File: src/rtl/fetch_unit.sv
// Instruction fetch stage: PC sequencing, single-outstanding imem port, one-entry
// output register to the decoder, and redirect handling with stale-response drop.
module fetch_unit #(
    parameter int unsigned     width    = 32,
    parameter logic [width-1:0] RESET_PC = 32'h0000_0000
) (
    input  logic             clk,
    input  logic             rst_n,
    output logic             imem_req,
    output logic [width-1:0] imem_addr,
    input  logic             imem_gnt,
    input  logic             imem_rvalid,
    input  logic [width-1:0] imem_rdata,
    input  logic             redirect,
    input  logic [width-1:0] redirect_pc,
    output logic [width-1:0] instr,
    output logic [width-1:0] instr_pc,
    output logic             instr_valid,
    input  logic             instr_ready,
    output logic             fetch_fault,
    output logic [1:0]       dbg_state
);

    typedef enum logic [1:0] {
        IDLE = 2'd0,
        REQ  = 2'd1,
        WAIT = 2'd2,
        DROP = 2'd3
    } state_e;

    state_e           state_q, state_d;
    logic [width-1:0] pc_q, pc_d;
    logic [width-1:0] instr_q, instr_d;
    logic [width-1:0] instr_pc_q, instr_pc_d;
    logic             instr_valid_q, instr_valid_d;
    logic             fetch_fault_q, fetch_fault_d;
    logic             granted;

    // Handshakes: a transfer happens on a cycle where valid and ready are both high.
    // imem: imem_req/imem_addr hold until imem_gnt; one imem_rvalid follows each grant.
    // decoder: instr_valid/instr/instr_pc hold until instr_ready; void in a redirect cycle.
    assign imem_req  = (state_q == REQ) && (!instr_valid_q || instr_ready);
    assign imem_addr = pc_q;
    assign granted   = imem_req && imem_gnt;

    always_comb begin
        state_d       = state_q;
        pc_d          = pc_q;
        instr_d       = instr_q;
        instr_pc_d    = instr_pc_q;
        instr_valid_d = instr_valid_q && !instr_ready;
        fetch_fault_d = 1'b0;

        case (state_q)
            IDLE: state_d = REQ;
            REQ: begin
                if (granted) state_d = WAIT;
            end
            WAIT: begin
                if (imem_rvalid) begin
                    instr_d       = imem_rdata;
                    instr_pc_d    = pc_q;
                    instr_valid_d = 1'b1;
                    pc_d          = pc_q + width'(4);
                    state_d       = REQ;
                end
            end
            DROP: begin
                if (imem_rvalid) state_d = REQ;
            end
            default: state_d = IDLE;
        endcase

        // Redirect overrides everything above, including any capture this cycle.
        if (redirect) begin
            pc_d          = {redirect_pc[width-1:2], 2'b00};
            instr_d       = instr_q;
            instr_pc_d    = instr_pc_q;
            instr_valid_d = 1'b0;
            fetch_fault_d = |redirect_pc[1:0];
            case (state_q)
                IDLE:    state_d = REQ;
                REQ:     state_d = granted ? DROP : REQ;
                WAIT:    state_d = imem_rvalid ? REQ : DROP;
                DROP:    state_d = imem_rvalid ? REQ : DROP;
                default: state_d = IDLE;
            endcase
        end
    end

    always_ff @(posedge clk or negedge rst_n) begin
        if (!rst_n) begin
            state_q       <= IDLE;
            pc_q          <= RESET_PC;
            instr_q       <= '0;
            instr_pc_q    <= '0;
            instr_valid_q <= 1'b0;
            fetch_fault_q <= 1'b0;
        end else begin
            state_q       <= state_d;
            pc_q          <= pc_d;
            instr_q       <= instr_d;
            instr_pc_q    <= instr_pc_d;
            instr_valid_q <= instr_valid_d;
            fetch_fault_q <= fetch_fault_d;
        end
    end

    assign instr       = instr_q;
    assign instr_pc    = instr_pc_q;
    assign instr_valid = instr_valid_q;
    assign fetch_fault = fetch_fault_q;
    assign dbg_state   = state_q;

endmodule
File: config.mk
export PLATFORM = sky130hd
export DESIGN_NAME = fetch_unit
export DESIGN_NICKNAME = d
export VERILOG_FILES = /design/src/rtl/fetch_unit.sv
export SDC_FILE = /design/constraint.sdc
export NUM_CORES = 1
export LEC_CHECK = 0
export BUFFER_PORTS_ARGS = -buffer_cell sky130_fd_sc_hd__buf_2
export CAP_MARGIN = 15
export CORE_ASPECT_RATIO = 0.75
export CORE_UTILIZATION = 52
export DETAILED_ROUTE_END_ITERATION = 6
export MAX_ROUTING_LAYER = met4
export PLACE_DENSITY = 0.85
export SYNTH_ARGS = -nofsm -noshare
export SYNTH_HDL_FRONTEND = slang
export SYNTH_SLANG_ARGS = --single-unit
File: constraint.sdc
create_clock -name clk -period 5.1 [get_ports clk]
set_input_delay 1.02 -clock clk [delete_from_list [all_inputs] [get_ports clk]]
set_output_delay 1.02 -clock clk [all_outputs]
set_load 0.02 [all_outputs]
==> results.py <==
metrics = {
    "finish": {
        "diodes": 0,
        "final_nets": 583,
        "stdcell_count": 622,
        "area_delta_synth_final_pct": 25.1,
        "drive_gt1_frac": 0.484,
    },
    "logic_synthesis": {
        "synth_commonest_cells": "dfrtp_1, mux2_2, nor2_1, nand2_1, a31oi_1",
        "async_reset_ff_frac": 1.00,
        "synth_edf_count": 0,
        "yosysSeqAreaShare": 0.567,
        "syn-cell-area_um2": 4240,
        "synth_flop_cell": "dfrtp_1",
        "synth.top_cells.by_area": "dfrtp_1, mux2_2, a31oi_1",
        "netlist_instances": 352,
        "ys_warn_count": 0,
        "synth_cell_type_count": 37,
        "syn_avg_cell_area_um2": 12.0,
        "synth_top_area_share": 0.567,
        "synth_seq_cells": 96,
        "synth_top_cell_by_area": "dfrtp_1",
        "yosysMostFrequentCell": "dfrtp_1",
    },
    "sta": {
        "setup_violations": 0,
        "hold_ws_ns": 0.507,
        "maxSlewViolCount": 0,
        "max-slew-margin-rel": 0.252,
        "post-route-min-period_ns": 2.65,
        "fin_ws_ns": 2.45,
        "fmax_mhz": 377,
        "hold_violations": 0,
        "rsz0062_at_grt": "false",
        "setup_tns_ns": 0,
        "fin_skew_ns": 0.0116,
        "tightest_slew_ns": 1.12,
        "finalCritPeriodShare": 0.521,
    },
    "clock_network": {
        "clkLatencyLatePin_ns": 0.36,
        "htree_num_levels": 3,
        "path_clk_slew_ns": 0.08,
        "cts_hold_buf": 0,
        "numCtsBuffers": 9,
        "postCtsSetupBuffers": 0,
        "cts.sinks": 96,
        "cts_tree": "built",
        "postCtsResizedCells": 0,
        "clockRootBuffer": "clkbuf_8",
        "cts.path.max_buffers": 2,
    },
    "critical_path": {
        "r2r_cells": 4,
        "cpMaxStageDelayCell": "nor3b_1",
        "path_cells": "buf_2, nor2b_1, nor3b_1, buf_2",
        "start_kind": "primary input",
        "cp_max_fo": 2,
        "max_stage_delay_ns": 0.26,
        "critPathBufInv": 2,
        "r2r_setup_slack_ns": 2.81,
        "r2r-start": "dbg_state[0]$_DFFE_PN0P_",
        "cp-end-kind": "primary output",
        "criticalPathCategory": "in -> out",
        "cp_common_cell": "buf_2",
        "arrival_ns": 1.63,
        "cpLargestDelayFamily": "simple AND/OR/NAND/NOR gates",
        "reg2reg_to": "instr_pc[3]$_DFFE_PN0P_",
        "crit_required_ns": 4.08,
    },
    "routing": {
        "vias_per_cell": 5.53,
        "ant_nets": 0,
        "drc": 0,
        "num_vias": 3437,
        "wl_mm": 10.1,
        "wl_per_cell_um": 16.2,
        "drt_iter0_markers": 216,
        "drt-pass1-iter-count": 4,
    },
    "pwr": {
        "p_switching_mw": 0.880,
        "p_seq_frac": 0.468,
        "power_frac_comb": 0.339,
        "peakVddDrop_v": 0.000286,
        "clockPowerShare": 0.193,
        "p_per_area_nw_per_um2": 449,
        "leakagePower_nw": 2.58,
        "swShare": 0.370,
        "p_int_mw": 1.50,
    },
    "floorplanning": {
        "start_util": 0.537,
        "die_w_um": 106,
        "core_area_um2": 7880,
        "ioPinCount": 171,
        "num_rows": 28,
        "fp.dieH_um": 80.2,
        "dieArea_um2": 8510,
    },
    "global_route": {
        "grt_max_degree": 54,
        "grt_overflow": 0,
        "grt_pass1_vias": 3283,
        "grt_pass1_wl_mm": 16.0,
        "antenna_found_initial": 0,
        "gr-usage-all-layers": 0.247,
    },
    "status": {
        "status": "complete, no violations",
    },
    "job": {
        "drv_cap": 0,
    },
    "placed_design": {
        "place_hpwl_mm": 7.21,
        "place_ws_ns": 2.14,
        "gp_congestion": 0.787,
        "port_buffers": 166,
        "dp_cells": 606,
    },
    "min_path": {
        "whs_path_depth": 1,
        "min_path_type": "reg -> reg",
        "min_to": "instr_pc[16]$_DFFE_PN0P_",
        "hold_path.startpoint": "instr_pc[16]$_DFFE_PN0P_",
    },
}
-- sequential cells by signal (all words and copies together), names as in the netlist --
signal	cells
dbg_state	2
instr	32
instr_valid	1
instr_pc	30
fetch_fault	1
imem_addr	30
-- how the worst max path moves through the flow --
stage	from	to	slack, ns	depth (start not counted)
after CTS	instr_ready	imem_req	2.44	4
after global placement	imem_rvalid	instr[24]$_DFFE_PN0P_	2.23	5
after global routing	imem_rvalid	imem_addr[27]$_DFFE_PN0P_	2.40	5
after detailed placement	imem_rvalid	instr_pc[28]$_DFFE_PN0P_	2.14	5
final	instr_ready	imem_req	2.45	4
after floorplan	instr_ready	imem_req	2.45	2
-- layout make-up --
| type | instances | area, µm² |
|---|---|---|
| clock buffer | 11 | 141 |
| clock inverter | 5 | 38.8 |
| fill | 630 | 2580 |
| inverter | 5 | 18.8 |
| multi-input combinational | 232 | 1720 |
| sequential | 96 | 2400 |
| tap | 105 | 131 |
| timing repair buffer | 168 | 848 |
-- worst register-to-register path, stage by stage (launching register included) --
cell and delay (ns):
dfrtp_1 0.41, nand3b_1 0.27, nor2_4 0.50, buf_4 0.56, mux2_2 0.44
-- metal layers --
layer,wire (µm),up-vias,global-route usage
li1,-,1611,-
met1,4380,1666,0.319
met2,4670,145,0.380
met3,830,15,0.0674
met4,172,0,0.0833
met5,0,-,-
-- logic make-up after synthesis --
group / share of synthesized area
and+or+nand+nor: 0.134
DFF: 0.567
muxes: 0.167
AOI/OAI and AO/OA: 0.0771
buffers and inverters: 0.0316
xor gates and xnor gates: 0.0186
adders and majority gates: 0.00295
other: 0.000885
-- stage by stage --
step | total power, mW | instance area, µm² | util
after floorplan | 1.61 | 4250 | -
after global placement | 1.90 | 5120 | 0.649
after detailed placement | 1.94 | 5120 | 0.649
after CTS | 2.40 | 5300 | 0.672
after global routing | 2.51 | 5300 | 0.672
final | 2.38 | 5300 | 0.672
-- power by group through the flow --
| stage | clock, mW | combinational (mW) | sequential [mW] |
|---|---|---|---|
| 3_5_place_dp | 0 | 0.816 | 1.12 |
| 4_1_cts | 0.475 | 0.815 | 1.11 |
| 6_report | 0.460 | 0.806 | 1.11 |
| 5_1_grt | 0.507 | 0.861 | 1.14 |
| 2_1_floorplan | 0 | 0.231 | 1.38 |
| 3_3_place_gp | 0 | 0.792 | 1.11 |
-- placed cells by master, fill, tap and decap left out, drive strengths merged, types with 2 or more instances in the layout --
master / netlist / routed
buf: 13 / 168
dfrtp: 96 / 96
mux2: 62 / 62
nor2: 24 / 24
nand2: 22 / 22
a31oi: 19 / 19
o21ai: 17 / 17
o31ai: 13 / 13
or4: 13 / 13
nand4: 12 / 12
clkbuf: 9 / 11
inv: 5 / 8
or3: 7 / 7
nand3: 6 / 6
xnor2: 5 / 5
and4: 5 / 5
xor2: 4 / 4
conb: 1 / 4
and3: 4 / 4
o31a: 2 / 2
nor4: 2 / 2
Power figures use the tool's default switching activity.
